### config.mk
export PLATFORM = sky130hd
export DESIGN_NAME = reg_bank_p4_loader
export DESIGN_NICKNAME = d
export VERILOG_FILES = /design/src/rtl/reg_bank_p4_pkg.sv /design/src/rtl/reg_bank_p4_loader_mask_scan.sv /design/src/rtl/reg_bank_p4_loader.sv
export SDC_FILE = /design/constraint.sdc
export NUM_CORES = 1
export LEC_CHECK = 0
export ABC_CLOCK_PERIOD_IN_PS = 3470
export BUFFER_PORTS_ARGS = -buffer_cell sky130_fd_sc_hd__buf_4
export CAP_MARGIN = 30
export CORE_ASPECT_RATIO = 1.1
export CORE_MARGIN = 2
export CORE_UTILIZATION = 35
export DETAILED_ROUTE_END_ITERATION = 8
export PLACE_DENSITY = 0.54
export SYNTH_ARGS = -nofsm -noshare
export SYNTH_HDL_FRONTEND = slang
export SYNTH_SLANG_ARGS = --single-unit
### constraint.sdc
create_clock -name clock -period 3.47 [get_ports clock]
set_input_delay 0.694 -clock clock [delete_from_list [all_inputs] [get_ports clock]]
set_output_delay 0.694 -clock clock [all_outputs]
set_load 0.05 [all_outputs]
### src/rtl/reg_bank_p4_pkg.sv
// Shared RegBankP4 definitions: opcodes, loader states, instruction layout
// and small field helpers used by the bank and its loader.
package reg_bank_p4_pkg;

  localparam int unsigned NUM_REGS = 4;
  localparam int unsigned REG_W    = 8;

  typedef enum logic [3:0] {
    OP_NOP = 4'h0,
    OP_LD0 = 4'h1,
    OP_LD1 = 4'h2,
    OP_LD2 = 4'h3,
    OP_LD3 = 4'h4
  } opcode_e;

  typedef enum logic [2:0] {
    ST_IDLE,
    ST_ISSUE,
    ST_SETTLE,
    ST_CHECK,
    ST_DONE
  } state_e;

  typedef struct packed {
    opcode_e          op;
    logic [REG_W-1:0] imm;
  } inst_t;

  localparam inst_t INST_NOP = '{op: OP_NOP, imm: 8'h00};

  function automatic opcode_e ld_opcode(input logic [1:0] idx);
    opcode_e op;
    case (idx)
      2'd0:    op = OP_LD0;
      2'd1:    op = OP_LD1;
      2'd2:    op = OP_LD2;
      default: op = OP_LD3;
    endcase
    return op;
  endfunction

  function automatic logic [REG_W-1:0] byte_of(input logic [NUM_REGS*REG_W-1:0] d,
                                               input logic [1:0] idx);
    logic [REG_W-1:0] b;
    case (idx)
      2'd0:    b = d[7:0];
      2'd1:    b = d[15:8];
      2'd2:    b = d[23:16];
      default: b = d[31:24];
    endcase
    return b;
  endfunction

  function automatic logic [NUM_REGS-1:0] idx_onehot(input logic [1:0] idx);
    return 4'b0001 << idx;
  endfunction

endpackage

### src/rtl/reg_bank_p4_loader_mask_scan.sv
// Lowest-set-bit finder over a 4-bit mask; also returns the mask with that
// bit cleared and whether it was the only bit set.
module reg_bank_p4_mask_scan
  import reg_bank_p4_pkg::*;
(
  input  logic [NUM_REGS-1:0] mask_i,
  output logic                found_o,
  output logic [1:0]          idx_o,
  output logic                last_o,
  output logic [NUM_REGS-1:0] rest_o
);

  always_comb begin
    found_o = 1'b1;
    idx_o   = 2'd0;
    casez (mask_i)
      4'b???1: idx_o = 2'd0;
      4'b??10: idx_o = 2'd1;
      4'b?100: idx_o = 2'd2;
      4'b1000: idx_o = 2'd3;
      default: found_o = 1'b0;
    endcase
  end

  assign rest_o = mask_i & ~idx_onehot(idx_o);
  assign last_o = found_o && (rest_o == '0);

endmodule

### src/rtl/reg_bank_p4_loader.sv
// Loads selected RegBankP4 registers from a 32-bit request, one LDk per
// cycle, then optionally reads the bank back and reports mismatches.
module reg_bank_p4_loader
  import reg_bank_p4_pkg::*;
#(
  parameter int unsigned SETTLE_CYCLES = 1,
  parameter bit          CHECK_EN      = 1'b1
) (
  input  logic        clock,
  input  logic        reset,
  input  logic [31:0] load_data,
  input  logic [3:0]  load_mask,
  input  logic        load_valid,
  output logic        load_ready,
  output logic [11:0] inst,
  output logic        inst_en,
  input  logic [7:0]  bank_out_0,
  input  logic [7:0]  bank_out_1,
  input  logic [7:0]  bank_out_2,
  input  logic [7:0]  bank_out_3,
  output logic        done,
  output logic [3:0]  err_mask
);

  localparam logic [3:0] SETTLE_LOAD = 4'(SETTLE_CYCLES - 1);

  state_e      state_q;
  logic [31:0] data_q;
  logic [3:0]  mask_q;
  logic [3:0]  pend_q;
  logic        last_q;
  logic [3:0]  cnt_q;
  inst_t       inst_q;
  logic        inst_en_q;
  logic        done_q;
  logic [3:0]  err_q;

  logic [3:0]  scan_mask, scan_rest;
  logic        scan_found, scan_last;
  logic [1:0]  scan_idx;
  logic [3:0]  chk_err;

  // One scanner serves both the first pick (from the request) and every
  // following pick (from the remaining mask), so ISSUE never idles on clear bits.
  assign scan_mask = (state_q == ST_IDLE) ? load_mask : pend_q;

  reg_bank_p4_mask_scan u_scan (
    .mask_i  (scan_mask),
    .found_o (scan_found),
    .idx_o   (scan_idx),
    .last_o  (scan_last),
    .rest_o  (scan_rest)
  );

  assign chk_err = mask_q & {bank_out_3 != data_q[31:24],
                             bank_out_2 != data_q[23:16],
                             bank_out_1 != data_q[15:8],
                             bank_out_0 != data_q[7:0]};

  always_ff @(posedge clock or posedge reset) begin
    if (reset) begin
      state_q   <= ST_IDLE;
      data_q    <= '0;
      mask_q    <= '0;
      pend_q    <= '0;
      last_q    <= 1'b0;
      cnt_q     <= '0;
      inst_q    <= INST_NOP;
      inst_en_q <= 1'b0;
      done_q    <= 1'b0;
      err_q     <= '0;
    end else begin
      inst_q    <= INST_NOP;
      inst_en_q <= 1'b0;
      done_q    <= 1'b0;
      err_q     <= '0;
      case (state_q)
        ST_IDLE: begin
          if (load_valid) begin
            data_q <= load_data;
            mask_q <= load_mask;
            if (scan_found) begin
              inst_q    <= '{op: ld_opcode(scan_idx), imm: byte_of(load_data, scan_idx)};
              inst_en_q <= 1'b1;
              pend_q    <= scan_rest;
              last_q    <= scan_last;
              state_q   <= ST_ISSUE;
            end else begin
              done_q  <= 1'b1;
              state_q <= ST_DONE;
            end
          end
        end
        ST_ISSUE: begin
          if (last_q) begin
            if (CHECK_EN) begin
              cnt_q   <= SETTLE_LOAD;
              state_q <= ST_SETTLE;
            end else begin
              done_q  <= 1'b1;
              state_q <= ST_DONE;
            end
          end else begin
            inst_q    <= '{op: ld_opcode(scan_idx), imm: byte_of(data_q, scan_idx)};
            inst_en_q <= 1'b1;
            pend_q    <= scan_rest;
            last_q    <= scan_last;
          end
        end
        ST_SETTLE: begin
          if (cnt_q == '0) state_q <= ST_CHECK;
          else             cnt_q   <= cnt_q - 4'd1;
        end
        ST_CHECK: begin
          err_q   <= chk_err;
          done_q  <= 1'b1;
          state_q <= ST_DONE;
        end
        ST_DONE: state_q <= ST_IDLE;
        default: state_q <= ST_IDLE;
      endcase
    end
  end

  assign load_ready = (state_q == ST_IDLE);
  assign inst       = inst_q;
  assign inst_en    = inst_en_q;
  assign done       = done_q;
  assign err_mask   = err_q;

endmodule
### Word level (Yosys, flattened, before mapping)

Index checks and enable logic that the tools add are counted.

| operators by class | value |
|---|---|
| add/subtract/negate cells | 1 |
| equality and inequality tests | 18 |
| shifts and indexed selects | 1 |
| multiplexer cells | 34 |
| bitwise logic cells | 3 |
| reduce and logical (&&, ||, !) cells | 13 |

Operator list:

| operator | count |
|---|---|
| case mux 8 bit (3 select lines) | 2 |
| inequality test 8 bit | 4 |
| two-way mux 4 bit | 7 |
| case mux 12 bit (2 select lines) | 1 |
| two-way mux 11 bit | 2 |
| case mux 4 bit (2 select lines) | 2 |
| two-way mux 12 bit | 1 |
| two-way mux 3 bit | 4 |
| case mux 3 bit (4 select lines) | 1 |
| inequality test 2 bit (second input constant) | 5 |
| two-way mux 1 bit | 9 |
| case mux 3 bit (3 select lines) | 1 |
| AND reduction 3 bit | 3 |
| bitwise AND 4 bit | 2 |
| zero test 4 bit | 2 |
| equality test 3 x 2 -> 1 bit (second input constant) | 2 |
| case mux 1 bit (2 select lines) | 3 |
| case mux 2 bit (3 select lines) | 1 |
| equality test 2 bit (second input constant) | 2 |
| equality test 4 bit (second input constant) | 1 |
| inverter 4 bit | 1 |
| AND reduction 4 bit | 1 |
| nonzero test 2 bit | 2 |
| OR reduction 4 bit | 1 |
| other kinds (10) | 10 |

| storage, ports and cells | value |
|---|---|
| flip-flop bits (word level) | 66 |
| input bits | 71 |
| output and inout port bits | 19 |
| word-level logic and storage cells | 81 |

### Depth between registers and ports, before layout

| logic depth | value |
|---|---|
| word-level depth | 12 |
| depth in mapped cells | 12 |
| depth with buffers taken out | 9 |

### Modules after synthesis

From an unflattened synthesis, not the netlist that was laid out.

| unflattened totals | value |
|---|---|
| cell total of the unflattened synthesis | 307 |
| area, all modules | 3644.7 µm² |

Modules (own cells, without submodules):

| module | instances | cells an instance | area an instance (µm²) | sequential area each (µm²) |
|---|---|---|---|---|
| reg_bank_p4_loader | 1 | 292 | 3538.4 | 1626.6 |
| reg_bank_p4_mask_scan | 1 | 15 | 106.4 | 0.0 |

### Worst setup path before layout

No wires, ideal clock.

| path | value |
|---|---|
| path type | register -> register |
| start | register state_q[2] |
| end | register last_q |
| library setup time | 0.094 ns |
| arrival time | 2.839 ns |
| data required time | 3.376 ns |
| slack | 0.537 ns |
| stages on the path, launching flop included | 13 |
| buffers on the path | 3 |
| period minus slack after synthesis | 2.933 ns |
| cell sequence | dfrtp_1 -> or3_1 -> clkbuf_1 -> inv_2 -> o21ai_0 -> o32ai_1 -> ha_1 -> clkbuf_1 -> clkbuf_1 -> inv_1 -> nand3_1 -> a21oi_1 -> a211oi_1 |

| on the way | value |
|---|---|
| word-level cells in the longest chain between the ends | 12 |
| elaborated cells on any way between the ends | 22 |
| those cells by class | 6 x eq/ne; 1 x shift; 7 x mux; 2 x bitwise; 6 x reduce/logical |

RTL lines:

| element | line | source |
|---|---|---|
| from (decl) | reg_bank_p4_loader.sv:27 | `state_e state_q;` |
| from (signal assigned) | reg_bank_p4_loader.sv:62 | `state_q <= ST_IDLE;` |
| from (signal assigned) | reg_bank_p4_loader.sv:87 | `state_q <= ST_ISSUE;` |
| from (signal assigned) | reg_bank_p4_loader.sv:90 | `state_q <= ST_DONE;` |
| zero test 3 bit * | n/a |  |
| via load_ready | reg_bank_p4_loader.sv:14 | `output logic load_ready,` |
| two-way mux 4 bit | reg_bank_p4_loader.sv:45 | `assign scan_mask = (state_q == ST_IDLE) ? load_mask : pend_q;` |
| equality test 4 bit (tied with other cells) | reg_bank_p4_loader_mask_scan.sv:16 | `casez (mask_i)` |
| case mux 2 bit (3 select lines) | reg_bank_p4_loader_mask_scan.sv:16 |  |
| left shift 1 x 2 -> 4 bit | reg_bank_p4_pkg.sv:55 | `return 4'b0001 << idx;` |
| inverter 4 bit | reg_bank_p4_loader_mask_scan.sv:25 | `assign rest_o = mask_i & ~idx_onehot(idx_o);` |
| bitwise AND 4 bit | reg_bank_p4_loader_mask_scan.sv:25 |  |
| zero test 4 bit | reg_bank_p4_loader_mask_scan.sv:26 | `assign last_o = found_o && (rest_o == '0);` |
| logical AND 1 bit | reg_bank_p4_loader_mask_scan.sv:26 |  |
| two-way mux 1 bit | reg_bank_p4_loader.sv:82 | `if (scan_found) begin` |
| two-way mux 1 bit | reg_bank_p4_loader.sv:79 | `if (load_valid) begin` |
| case mux 1 bit (2 select lines) | reg_bank_p4_loader.sv:77 | `case (state_q)` |
| to (signal assigned) | reg_bank_p4_loader.sv:86 | `last_q <= scan_last;` |
| to (signal assigned) | reg_bank_p4_loader.sv:107 | `last_q <= scan_last;` |
| to (decl) | reg_bank_p4_loader.sv:31 | `logic last_q;` |

The timed path passes the listed nets; every way through them passes the cells marked *. The select of a mux whose other input is x is not followed.
A chain may end at the register's enable or synchronous reset.

### Worst setup path after layout

| path | value |
|---|---|
| start | register state_q[2] |
| end | register inst_q, in the netlist inst[5] |

| on the way | value |
|---|---|
| word-level cells in the longest chain between the ends | 9 |
| elaborated cells on any way between the ends | 18 |
| those cells by class | 6 x eq/ne; 9 x mux; 3 x reduce/logical |

RTL lines:

| element | line | source |
|---|---|---|
| zero test 3 bit | reg_bank_p4_loader.sv:45, reg_bank_p4_loader.sv:77 |  |
| two-way mux 4 bit | reg_bank_p4_loader.sv:45 |  |
| equality test 4 bit (tied with other cells) | reg_bank_p4_loader_mask_scan.sv:16 |  |
| case mux 2 bit (3 select lines) | reg_bank_p4_loader_mask_scan.sv:16 |  |
| equality test 2 bit (tied with other cells) | reg_bank_p4_pkg.sv:45 | `case (idx)` |
| case mux 8 bit (3 select lines) | reg_bank_p4_pkg.sv:45 |  |
| two-way mux 11 bit | reg_bank_p4_loader.sv:82 |  |
| two-way mux 11 bit | reg_bank_p4_loader.sv:79 |  |
| case mux 12 bit (2 select lines) * | reg_bank_p4_loader.sv:77 |  |
| to (signal assigned) | reg_bank_p4_loader.sv:83 | `inst_q <= '{op: ld_opcode(scan_idx), imm: byte_of(load_data, scan_idx)};` |
| to (signal assigned) | reg_bank_p4_loader.sv:104 | `inst_q <= '{op: ld_opcode(scan_idx), imm: byte_of(data_q, scan_idx)};` |
| to (decl) | reg_bank_p4_loader.sv:33 | `inst_t inst_q;` |

Mark *: on every way between the ends. The rest lies on a longest branch, timed or not.

==> flow_summary.ini <==
[finish]
final_nets = 543
final_cell_mix = nand2_1 (104), buf_4 (95), dfrtp_1 (65)
drive_gt1_share_pct = 27.1
nFillCells = 972
mostFrequentLayoutCell = nand2_1
area_growth_pct = 26.9
final_util_pct = 45.5
insertedDiodeCount = 0

[setup_path]
reg2reg_depth = 9
worstSetupEndpointType = register
path_max_fanout = 17
rr_endpoint = inst[5]$_DFF_PP0_
cp.arrival_ps = 3390
rrSetupSlack_ps = 310
r2r_start = state_q[2]$_DFFE_PP0P_
cp-start-kind = register
crit_required_ps = 3700
crit_type = reg -> reg

[cts]
cts.clk_slew.worst_paths_ps = 70
cts_tree = yes
clockRootBuffer = clkbuf_8
cts_made_buffers = 9
cts_max_path_buffers = 2
postCtsSetupRepairBufs = 0
h-tree-depth = 3
clock-sinks = 65
insertion_delay_ps = 360

[synth]
async_flop_share_pct = 100
synth_flop_cell = dfrtp_1
syn_inst = 387
syn-num-nets = 462
yosysSeqAreaShare_pct = 46.1
synth_seq_cells = 65
synth_edf_count = 0
yosys_warnings = 0
synthesis.area_um2 = 3530
ys_types = 53
synth_area_per_cell_um2 = 9.11

[routing]
dr.first_iter.drc_count = 177
top_layer_used = met4
first_pass_iters = 5
via_per_inst = 5.14
route.met3.wl_um = 472
vias = 3049
wire_per_inst_um = 16.6
wl_um = 9870
routedLengthMet1_um = 4900
drc_errors = 0
drt.antenna.violating_nets = 0
wl_met2_um = 4400

[global_routing]
track_usage_pct = 18.2
grt_pass1_vias = 2883
antenna_found_initial = 0
grt_remaining_overflow = 0
grt_pass1_wl_um = 15200
grt_max_degree = 51

[floorplanning]
die_w_um = 99.7
core_um2 = 9840
dieArea_um2 = 10900
start_util_pct = 35.8
row_count = 38
ios = 90
die_h_um = 109

[timing]
drv_slew = 0
rsz0062_at_grt = no
tightest_slew_ps = 930
setup_ws_ps = 310
fin_crit_sh_pct = 91.1
holdWs_ps = 303
tns_ps = 0
finalSetupViolations = 0
max_clock_freq_mhz = 316
clock_skew_ps = 9.91
maxSlewHeadroom_pct = 36.3
finalHoldViolCount = 0
fin_crit_ps = 3160

[worst_hold_path]
hp-class = in -> async

[power_and_ir_drop]
power_density_nw_per_um2 = 852
p_comb_share_pct = 48.2
finalPower_mw = 3.81
peakVddDrop_mv = 0.297
p_sw_share_pct = 43.8
p_leak_nw = 2.24
pwr-share-clk_pct = 17.2
p_int_mw = 2.14
switchingPower_mw = 1.67
seqPwrFrac_pct = 34.6

[run_status]
status = completed

[placement]
portBuffers = 88
place_congestion = 0.792
post-place-ws_ps = 260
dpl.hpwl_um = 7350

[flow_run]
cap_violations = 0
## registers in the layout (all words and copies together) (netlist names)
register and flops:
pend_q 4, cnt_q 4, inst 11, state_q 3, err_mask 4, done 1
last_q 1, data_q 32, mask_q 4, inst_en 1
## cells in the mapped netlist (all sizes together), types with 2 or more instances
cell	n	area (µm²)
nand2	104	390
o22ai	2	12.5
nor4b	2	17.5
a21oi	16	83.8
dfrtp	65	1630
ha	4	50.1
nor4	9	56.3
nand2b	11	68.8
and3	8	58.8
o221ai	2	17.5
a221o	23	230
o21bai	2	15.0
buf	5	42.5
inv	18	67.6
a32o	8	80.1
nand3	5	25.0
o21ai	13	65.1
or4b	2	20.0
xor2	32	280
clkbuf	20	75.1
mux2i	2	20.0
nor2	11	41.3
## critical path, cell delays in order (launching register included)
cell and delay (ps):
dfrtp_1 510, or3_1 530, inv_2 170, o21ai_0 100
o32ai_1 250, inv_1 130, ha_1 430, a221o_1 440
and3_2 210, a221o_1 260
## logic make-up after synthesis
group	synth area share [%]
adders and majority gates	1.42
muxes	0.887
xor gates and xnor gates	7.95
and+or+nand+nor	21.1
AOI/OAI and AO/OA	17.1
DFF	46.1
other	0.106
buffers and inverters	5.25
## metrics by stage
stage / area, µm² / cells
floorplan: 3530 / 387
global placement: 4280 / 577
detailed placement: 4280 / 577
CTS: 4470 / 593
global route: 4480 / 593
finish: 4480 / 593
## metal layers
metal | GRT usage [%] | vias to the layer above
li1 | - | 1511
met1 | 26.8 | 1429
met2 | 26.6 | 103
met3 | 3.65 | 6
met4 | 6.65 | 0
met5 | 0 | -
## what timing repair did
item,4_1_cts,5_1_grt
endpoints found under the setup margin,0,2
hold buffers,0,0
gates resized for setup,0,1
hold endpoints to repair,0,0
## power groups by stage
stage / Sequential, mW / Clock, mW / Combinational [mW]
2_1_floorplan: 1.39 / 0 / 1.24
3_3_place_gp: 1.33 / 0 / 1.81
3_5_place_dp: 1.33 / 0 / 1.84
4_1_cts: 1.31 / 0.662 / 1.85
5_1_grt: 1.36 / 0.702 / 2.04
6_report: 1.32 / 0.656 / 1.84
## final cells by class
cell class	instances	area (µm²)	area share, %
inverter	18	67.6	1.51
timing repair buffer	95	713	15.9
sequential	65	1630	36.3
clock buffer	10	138	3.08
clock inverter	6	57.6	1.29
tap	120	150	3.35
multi-input combinational	279	1720	38.5
## how the worst max path moves through the flow
stage	start	to	slack, ps
after floorplan	state_q[2]$_DFFE_PP0P_	last_q$_DFFE_PP0P_	540
after global placement	state_q[2]$_DFFE_PP0P_	inst[4]$_DFF_PP0_	410
after detailed placement	state_q[2]$_DFFE_PP0P_	inst[1]$_DFF_PP0_	260
after CTS	state_q[2]$_DFFE_PP0P_	inst[5]$_DFF_PP0_	250
after global routing	state_q[2]$_DFFE_PP0P_	inst[3]$_DFF_PP0_	130
final	state_q[2]$_DFFE_PP0P_	inst[5]$_DFF_PP0_	310
(Power assumes the default switching activity.)
